`config.mk`:
```
export PLATFORM = sky130hd
export DESIGN_NAME = bp_me_burst_pump_out
export DESIGN_NICKNAME = d
export VERILOG_FILES = /design/src/rtl/bp_me_burst_pump_out_pkg.sv /design/src/rtl/bp_me_burst_pump_out_wraparound.sv /design/src/rtl/bp_me_burst_pump_out.sv
export SDC_FILE = /design/constraint.sdc
export NUM_CORES = 1
export LEC_CHECK = 0
export ABC_CLOCK_PERIOD_IN_PS = 18200
export CELL_PAD_IN_SITES_DETAIL_PLACEMENT = 0
export CELL_PAD_IN_SITES_GLOBAL_PLACEMENT = 2
export CORE_UTILIZATION = 33
export DETAILED_ROUTE_END_ITERATION = 10
export GPL_ROUTABILITY_DRIVEN = 0
export PLACE_DENSITY_LB_ADDON = 0.25
export SETUP_SLACK_MARGIN = 0.15
export SYNTH_ARGS = -nofsm -noshare
export SYNTH_HDL_FRONTEND = slang
export SYNTH_SLANG_ARGS = --single-unit
```
`constraint.sdc`:
```
create_clock -name clk_i -period 18.2 [get_ports clk_i]
set_input_delay 3.64 -clock clk_i [delete_from_list [all_inputs] [get_ports clk_i]]
set_output_delay 3.64 -clock clk_i [all_outputs]
set_load 0.02 [all_outputs]
```
`src/rtl/bp_me_burst_pump_out_pkg.sv`:
```
// Shared BedRock types for the outbound burst pump: header payload, message
// type/size encodings and stream-mask geometry.
package bp_me_burst_pump_out_pkg;

  localparam int unsigned paddr_width_gp   = 40;
  localparam int unsigned payload_width_gp = 16;
  localparam int unsigned msg_types_gp     = 16;

  typedef enum logic [3:0] {
    e_bedrock_mem_rd    = 4'd0
    ,e_bedrock_mem_wr    = 4'd1
    ,e_bedrock_mem_uc_rd = 4'd2
    ,e_bedrock_mem_uc_wr = 4'd3
    ,e_bedrock_mem_pre   = 4'd4
    ,e_bedrock_mem_amo   = 4'd5
  } bp_bedrock_msg_type_e;

  // log2 of the message size in bytes
  typedef enum logic [2:0] {
    e_bedrock_msg_size_1   = 3'd0
    ,e_bedrock_msg_size_2   = 3'd1
    ,e_bedrock_msg_size_4   = 3'd2
    ,e_bedrock_msg_size_8   = 3'd3
    ,e_bedrock_msg_size_16  = 3'd4
    ,e_bedrock_msg_size_32  = 3'd5
    ,e_bedrock_msg_size_64  = 3'd6
    ,e_bedrock_msg_size_128 = 3'd7
  } bp_bedrock_msg_size_e;

  typedef struct packed {
    bp_bedrock_msg_type_e          msg_type;
    bp_bedrock_msg_size_e          size;
    logic [paddr_width_gp-1:0]     addr;
    logic [payload_width_gp-1:0]   payload;
  } bp_bedrock_header_s;

  localparam int unsigned header_width_gp = $bits(bp_bedrock_header_s);

  typedef struct packed {
    logic               has_data;
    bp_bedrock_header_s header;
  } bp_me_hdr_entry_s;

  typedef enum logic {
    e_ready  = 1'b0
    ,e_stream = 1'b1
  } bp_me_pump_state_e;

endpackage

```
`src/rtl/bp_me_burst_pump_out_wraparound.sv`:
```
// Beat counter that wraps inside a power-of-two window; set_i presents val_i
// combinationally so the first beat of a message sees its critical word.
module bp_me_burst_pump_out_wraparound
  #(parameter int unsigned width_p = 3)
  (input  logic               clk_i
  ,input  logic               reset_i
  ,input  logic               set_i
  ,input  logic               en_i
  ,input  logic [width_p-1:0] val_i
  ,input  logic [width_p-1:0] size_i
  ,output logic [width_p-1:0] full_o
  ,output logic [width_p-1:0] wrap_o
  );

  logic [width_p-1:0] cnt_r;

  assign full_o = set_i ? val_i : cnt_r;
  // bits above the window come from the critical word, bits inside it count
  assign wrap_o = (full_o & size_i) | (val_i & ~size_i);

  always_ff @(posedge clk_i or posedge reset_i) begin
    if (reset_i) begin
      cnt_r <= '0;
    end else if (set_i | en_i) begin
      cnt_r <= full_o + width_p'(en_i);
    end
  end

endmodule

```
`src/rtl/bp_me_burst_pump_out.sv`:
```
// Outbound burst pump: turns producer FSM beats into a BedRock header plus a
// data burst, generating wrapped beat addresses and first/last/done handshakes.
module bp_me_burst_pump_out
  import bp_me_burst_pump_out_pkg::*;
  #(parameter int unsigned stream_data_width_p = 64
  ,parameter int unsigned block_width_p = 512
  ,parameter logic [msg_types_gp-1:0] msg_stream_mask_p = '0
  ,parameter logic [msg_types_gp-1:0] fsm_stream_mask_p = msg_stream_mask_p
  )
  (input  logic                           clk_i
  ,input  logic                           reset_i
  ,input  bp_bedrock_header_s             fsm_base_header_i
  ,input  logic                           fsm_has_data_i
  ,input  logic [stream_data_width_p-1:0] fsm_data_i
  ,input  logic                           fsm_v_i
  ,output logic                           fsm_ready_and_o
  ,output logic [paddr_width_gp-1:0]      fsm_addr_o
  ,output logic                           fsm_new_o
  ,output logic                           fsm_last_o
  ,output logic                           fsm_done_o
  ,output bp_bedrock_header_s             msg_header_o
  ,output logic                           msg_has_data_o
  ,output logic                           msg_header_v_o
  ,input  logic                           msg_header_ready_and_i
  ,output logic [stream_data_width_p-1:0] msg_data_o
  ,output logic                           msg_last_o
  ,output logic                           msg_data_v_o
  ,input  logic                           msg_data_ready_and_i
  );

  localparam int unsigned stream_off_lp = $clog2(stream_data_width_p / 8);
  localparam int unsigned block_off_lp  = $clog2(block_width_p / 8);
  localparam int unsigned cnt_width_lp  = block_off_lp - stream_off_lp;
  localparam int unsigned fifo_width_lp = stream_data_width_p + 1;

  bp_me_pump_state_e state_r, state_n;

  logic ready_r;
  logic fsm_v;
  logic fsm_stream, msg_stream, multi, mode_n1, mode_1n;
  logic [cnt_width_lp-1:0] stream_size, first_cnt, end_cnt, cnt, wrap_cnt;
  logic is_first, enq_req, slot_ok, hdr_ok, beat_go;
  logic hdr_load, fifo_enq, fifo_last;

  logic             hdr_v_r;
  bp_me_hdr_entry_s hdr_r;
  logic             hdr_deq;

  logic [fifo_width_lp-1:0] fifo_mem_r [2];
  logic                     fifo_wptr_r, fifo_rptr_r;
  logic [1:0]               fifo_cnt_r;
  logic                     fifo_full, fifo_deq;

  // Holds off beat handshakes until the first clock edge after reset
  always_ff @(posedge clk_i or posedge reset_i) begin
    if (reset_i) ready_r <= 1'b0;
    else         ready_r <= 1'b1;
  end

  assign fsm_v = fsm_v_i & ready_r;

  assign fsm_stream = fsm_stream_mask_p[4'(fsm_base_header_i.msg_type)];
  assign msg_stream = msg_stream_mask_p[4'(fsm_base_header_i.msg_type)];
  assign mode_n1    = fsm_stream & ~msg_stream;
  assign mode_1n    = msg_stream & ~fsm_stream;

  // stream_size = max(2^size / stream_bytes, 1) - 1, saturated to the block
  always_comb begin
    stream_size = '0;
    for (int unsigned i = 0; i < cnt_width_lp; i++) begin
      if (32'(fsm_base_header_i.size) > stream_off_lp + i) stream_size[i] = 1'b1;
    end
  end

  assign first_cnt = fsm_base_header_i.addr[stream_off_lp +: cnt_width_lp];
  assign end_cnt   = first_cnt + stream_size;
  assign multi     = (fsm_stream | msg_stream) & (stream_size != '0);

  bp_me_burst_pump_out_wraparound
    #(.width_p(cnt_width_lp))
    beat_cnt
    (.clk_i  (clk_i)
    ,.reset_i(reset_i)
    ,.set_i  (state_r == e_ready)
    ,.en_i   (beat_go)
    ,.val_i  (first_cnt)
    ,.size_i (stream_size)
    ,.full_o (cnt)
    ,.wrap_o (wrap_cnt)
    );

  assign fsm_addr_o = {fsm_base_header_i.addr[paddr_width_gp-1:block_off_lp]
                      ,wrap_cnt
                      ,fsm_base_header_i.addr[stream_off_lp-1:0]};

  always_ff @(posedge clk_i or posedge reset_i) begin
    if (reset_i) state_r <= e_ready;
    else         state_r <= state_n;
  end

  always_comb begin
    state_n = state_r;
    case (state_r)
      e_ready:  if (beat_go & multi) state_n = e_stream;
      e_stream: if (fsm_done_o)      state_n = e_ready;
      default:  state_n = e_ready;
    endcase
  end

  // Beat handshake: a 1:N beat advances internally and is only acked at its end
  always_comb begin
    is_first        = 1'b0;
    enq_req         = 1'b0;
    slot_ok         = 1'b0;
    hdr_ok          = 1'b0;
    beat_go         = 1'b0;
    fsm_new_o       = 1'b0;
    fsm_last_o      = 1'b0;
    fsm_ready_and_o = 1'b0;
    fsm_done_o      = 1'b0;
    hdr_load        = 1'b0;
    fifo_enq        = 1'b0;
    fifo_last       = 1'b0;

    is_first   = (state_r == e_ready);
    enq_req    = fsm_has_data_i & (~mode_n1 | is_first);
    slot_ok    = ~enq_req | ~fifo_full;
    hdr_ok     = ~is_first | ~hdr_v_r | hdr_deq;
    beat_go    = fsm_v & hdr_ok & slot_ok;
    fsm_new_o  = is_first & fsm_v;
    fsm_last_o = fsm_v & (~multi | (cnt == end_cnt));
    fsm_ready_and_o = mode_1n ? (beat_go & fsm_last_o) : (ready_r & hdr_ok & slot_ok);
    fsm_done_o = beat_go & fsm_last_o;
    hdr_load   = beat_go & is_first;
    fifo_enq   = beat_go & enq_req;
    fifo_last  = mode_n1 | fsm_last_o;
  end

  assign hdr_deq = hdr_v_r & msg_header_ready_and_i;

  always_ff @(posedge clk_i or posedge reset_i) begin
    if (reset_i) begin
      hdr_v_r <= 1'b0;
      hdr_r   <= '0;
    end else if (hdr_load) begin
      hdr_v_r        <= 1'b1;
      hdr_r.has_data <= fsm_has_data_i;
      hdr_r.header   <= fsm_base_header_i;
    end else if (hdr_deq) begin
      hdr_v_r <= 1'b0;
    end
  end

  assign msg_header_v_o = hdr_v_r;
  assign msg_header_o   = hdr_r.header;
  assign msg_has_data_o = hdr_r.has_data;

  // Two-entry data FIFO of {last, data}
  assign fifo_full = (fifo_cnt_r == 2'd2);
  assign fifo_deq  = (fifo_cnt_r != 2'd0) & msg_data_ready_and_i;

  always_ff @(posedge clk_i or posedge reset_i) begin
    if (reset_i) begin
      fifo_mem_r[0] <= '0;
      fifo_mem_r[1] <= '0;
      fifo_wptr_r   <= 1'b0;
      fifo_rptr_r   <= 1'b0;
      fifo_cnt_r    <= 2'd0;
    end else begin
      if (fifo_enq) begin
        fifo_mem_r[fifo_wptr_r] <= {fifo_last, fsm_data_i};
        fifo_wptr_r             <= ~fifo_wptr_r;
      end
      if (fifo_deq) fifo_rptr_r <= ~fifo_rptr_r;
      fifo_cnt_r <= fifo_cnt_r + 2'(fifo_enq) - 2'(fifo_deq);
    end
  end

  assign msg_data_v_o = (fifo_cnt_r != 2'd0);
  assign msg_data_o   = fifo_mem_r[fifo_rptr_r][stream_data_width_p-1:0];
  assign msg_last_o   = fifo_mem_r[fifo_rptr_r][stream_data_width_p];

endmodule

```
* Yosys cells after proc, flatten, opt, wreduce, memory -nomap -nowiden
Memory sizes are Yosys's and may differ from the RTL's. Cells that the tools add are included.
Operators by class: mux-type cells 16, bitwise gates (word level) 32, reduce and logical (&&, ||, !) cells 4, $add $sub $neg 4, magnitude comparators 7, equal/unequal tests 2
Operators with widths (count):
- two-way mux 65 bit | 4
- bitwise mux 130 bit | 1
- demux 65 bit (select 1 bit) | 1
- AND 1 bit | 14
- two-way mux 1 bit | 8
- inverter 1 bit | 7
- AND 3 bit | 2
- > comparator 3 bit (second input constant) | 2
- less-than comparator 4 x 5 -> 1 bit (second input constant) | 1
- OR 1 bit | 5
- greater-or-equal comparator 2 bit (second input constant) | 2
- inverter 1 -> 2 bit | 2
- nonzero test 2 bit | 2
- adder 3 x 1 -> 3 bit | 1
- adder 3 bit | 1
- equality test 3 bit | 1
- > comparator 3 x 2 -> 1 bit (second input constant) | 1
- two-way mux 3 bit | 1
- inverter 3 bit | 1
- OR 3 bit | 1
- nonzero test 3 bit | 1
- adder 2 x 1 -> 2 bit | 1
- equality test 2 bit (second input constant) | 1
- less-than comparator 2 x 1 -> 1 bit (second input constant) | 1
- 3 further kinds | 3
Storage, ports and cells: memories kept 1, logic and storage cells 80, bits in registers 204, output and inout bits 175, ROM bits 16, input port bits 133
Memory list:
- (no name shown) | depth 16, bits a word 1, read ports 1, clocked after memory_dff 0, write ports 0, RTL line bp_me_burst_pump_out.sv:63 | assign msg_stream = msg_stream_mask_p[4'(fsm_base_header_i.msg_type)];

* Longest topological paths before layout
depth after elaboration 10, gate-level depth with buffers 8, depth with buffers taken out 7

* Modules after synthesis
From an unflattened synthesis, not the netlist that was laid out.
Unflattened totals: cell total of the unflattened synthesis 587, area total of the unflattened synthesis 9625.5 µm²
Modules (own cells, without submodules):
- bp_me_burst_pump_out | times used 1, cells each 561, seq. area each 5029.8 µm², area an instance 9322.7 µm²
- bp_me_burst_pump_out_wraparound | times used 1, cells each 26, seq. area each 75.1 µm², area an instance 302.8 µm²

* Worst setup path after synthesis
No wires, ideal clock.
path type input to output, from in fsm_has_data_i, to out fsm_ready_and_o, arrival 4523 ps, stages 3, path buffers 1, path slack 10037 ps, cells stage by stage and3b_4 > buf_2 > nor3b_1
Between the ends: longest elaborated chain between the ends 3
Ends and longest elaborated chain:
- start, declared | RTL line bp_me_burst_pump_out.sv:13 | ,input logic fsm_has_data_i
- inverter 1 bit | RTL line bp_me_burst_pump_out.sv:127 | slot_ok = ~enq_req | ~fifo_full;
- OR 1 bit | RTL line bp_me_burst_pump_out.sv:127
- AND 1 bit | RTL line bp_me_burst_pump_out.sv:132 | fsm_ready_and_o = mode_1n ? (beat_go & fsm_last_o) : (ready_r & hdr_ok & slot_ok);
- end, declared | RTL line bp_me_burst_pump_out.sv:16 | ,output logic fsm_ready_and_o
No other way between the ends.

* Worst setup path in the final report
Same ends and word-level chain as after synthesis.

==> qor.txt <==
Post-DR vias/cell -> 4.65
Post-CTS Setup Inserts -> 0
GR Layer Usage met3 -> 5.01%
Most common cell in the netlist -> dfrtp_1
Gate Count Post-Synth -> 575
Ys flop type -> dfrtp_1
Post-synthesis sequential area ratio -> 56.2%
Async SR Flop Fraction -> 100%
Aggregate global-route resource usage -> 15.8%
First DRT Iteration DRCs -> 183
Detailed-router iteration count before antenna repair -> 4
Max Slew Vio Count -> 0
Reg2reg setup slack -> 15.68 ns
Syn Std Cell Area -> 0.00909 mm²
WL/cell -> 18.4 µm
Final hold violations -> 0
Synth area leaders -> dfrtp_1 (56%), mux2_2 (14%), mux2_1 (12%), mux2_4 (8.3%), buf_4 (3.3%)
M2 GR Usage -> 26.8%
DIE AREA -> 0.0282 mm²
Flops & latches, synth -> 204
Number of CTS-inserted buffers -> 23
Crit path cell chain -> clkdlybuf4s50_1 > and3b_4 > nor3b_1 > clkdlybuf4s50_1
Outcome -> finished, final reports clean
Max Buffers Root-to-Sink -> 3
CP Launch Type -> primary input
Number of synthesized flops with an enable pin -> 0
Die Ht -> 168 µm
Crit-path slowest cell -> clkdlybuf4s50_1
Fin crit period -> 8.96 ns
Post-synth top cells -> dfrtp_1 (204), mux2_2 (116), mux2_1 (98), mux2_4 (50), buf_4 (40)
Worst vdd ir -> 0.0666 mV
Worst-Margin Slew -> 1.13 ns
Most area-hungry cell type in the Yosys netlist -> dfrtp_1
Post-Place Cells -> 1162
# DRC -> 0
CP required -> 14.56 ns
Max stage delay on crit path -> 0.65 ns
Final Net Count -> 982
Later-pin clock latency in the skew report -> 0.51 ns
CTS root buffer -> clkbuf_16
Leak -> 5.43 nW
Post-route ant nets -> 0
Critical path origin -> fsm_has_data_i
CP endpoint kind -> primary output
Clock Skew -> 0.0125 ns
Crit share post-route -> 49.2%
CTS sink cnt -> 204
Setup TNS -> 0 ns
RSZ-0062 raised after global routing -> false
Design area -> 0.0129 mm²
Site Rows -> 60
Power per cell area -> 172 mW/mm²
Initial antenna violation count -> 0
Post-Syn Area per Cell -> 15.8 µm²
Total wire length -> 22100 µm
Die Width -> 168 µm
Worst r2r path cells -> 4
Diode count -> 0
Via count -> 5602
Yosys cell types -> 30
Cells resized by post-CTS repair -> 0
P&R area growth vs syn -> 41.9%
Power Total -> 2.22 mW
FF-to-FF Start -> state_r
Setup CP Type -> primary input to primary output
CP endpoint -> fsm_ready_and_o
Post-DP HPWL -> 14900 µm
Max Freq -> 112 MHz
Finished Layout Cells -> 1204
Port-buffer cells -> 307
Post-DP Area -> 0.0121 mm²
Clk slew on worst S/H paths -> 0.06 ns
Starting density of the core -> 33.7%
Vias in the first global route -> 6257
Grt met1 use -> 19.3%
Number of top-level pins -> 308
First-pass GRT wire length -> 35100 µm
Worst slack at placement -> 9.25 ns
Most used routing layer -> met2
Max-slew headroom -> 24.7%
Cts hold-fix bufs -> 0
Post-Synthesis Net Count -> 711
CTS tree -> done
Reg-to-Reg End -> fifo_mem_r[63]
Post-synth top area share -> 56.2%
Gr ovfl total -> 0
Largest net degree at the start of global routing -> 134
Setup ws final -> 9.24 ns
Top cell by count, worst path -> clkdlybuf4s50_1
Ys Warns -> 0
Hold crit path type -> flop to flop
Arr. time, crit path -> 5.32 ns
Core footprint -> 0.0270 mm²
H-tree depth -> 1
Share of layout cells above drive strength 1 -> 25.0%
Endpoints failing setup -> 0
MaxCap Viol Count -> 0
Worst-path fanout max -> 12
## worst min-delay path by stage
stage | start | to | slack (ns) | cells past startpoint
6_report | fifo_mem_r[129] | fifo_mem_r[129] | 0.47 | 1
5_1_grt | fifo_mem_r[99] | fifo_mem_r[99] | 0.50 | 1
4_1_cts | fifo_mem_r[129] | fifo_mem_r[129] | 0.48 | 1
3_5_place_dp | fifo_mem_r[43] | fifo_mem_r[43] | 0.47 | 1
3_3_place_gp | fifo_mem_r[64] | fifo_mem_r[64] | 0.45 | 1
2_1_floorplan | fifo_mem_r[64] | fifo_mem_r[64] | 0.43 | 1
## layer usage
metal / vias to the layer above / routed length (µm)
li1: 2531 / -
met1: 2821 / 9070
met2: 222 / 10700
met3: 28 / 1900
met4: 0 / 408
met5: - / 0
## worst max-delay path: cells and delay by family
family                 cells  cell delay, ns
buffers and inverters      2            1.16
AND/OR/NAND/NOR            2            0.51
## report_power, final
part | internal [mW] | leakage (nW) | switching [mW]
logic | 0.555 | 2.61 | 0.441
clock network | 0.286 | 0.379 | 0.181
registers | 0.652 | 2.44 | 0.109
## sequential cells by signal, indices dropped and copies added, names as in the netlist
name	count
fifo_mem_r	130
msg_header_o	63
beat_cnt.cnt_r	3
fifo_cnt_r	2
fifo_rptr_r	1
fifo_wptr_r	1
msg_has_data_o	1
msg_header_v_o	1
ready_r	1
state_r	1
## cell usage in the layout, fill, tap and decap left out, types with 4 or more instances in the layout
cell type        Yosys  final
clkbuf_16            0     23
clkdlybuf4s50_1      0    307
mux2_2             116    116
mux2_1              98     98
clkbuf_1             7      7
dfrtp_1            204    203
mux2_4              50     50
buf_4               40      5
clkbuf_8             0      6
inv_1                5      4
## metrics by stage
step	utilization [%]	hold slack, ns
final	47.9	0.471
after floorplan	-	0.433
after global placement	45.0	0.447
after global routing	47.9	0.496
after detailed placement	45.0	0.468
after CTS	47.9	0.482
## area by class of cell
cell class	count	area, µm²
Tap cell	341	427
Sequential cell	204	5110
Clock buffer	36	684
Timing Repair Buffer	312	3110
Multi-Input combinational cell	300	3460
Inverter	5	26.3
Clock inverter	6	83.8
Fill cell	2365	14100
## cell families (layout without fill, tap and decap cells)
kind of cell               count (synthesis)  count (layout)  share of synthesized area (%)
buffers and inverters                     71             359                           5.95
other                                      1               1                         0.0413
and+or+nand+nor                           21              21                           1.76
AOI/OAI and AO/OA                          5               5                          0.330
adders and majority gates                  3               3                          0.413
muxes                                    264             264                           34.8
xor gates and xnor gates                   6               6                          0.578
DFF                                      204             204                           56.2
No activity file was read; power rests on OpenSTA's default activity.
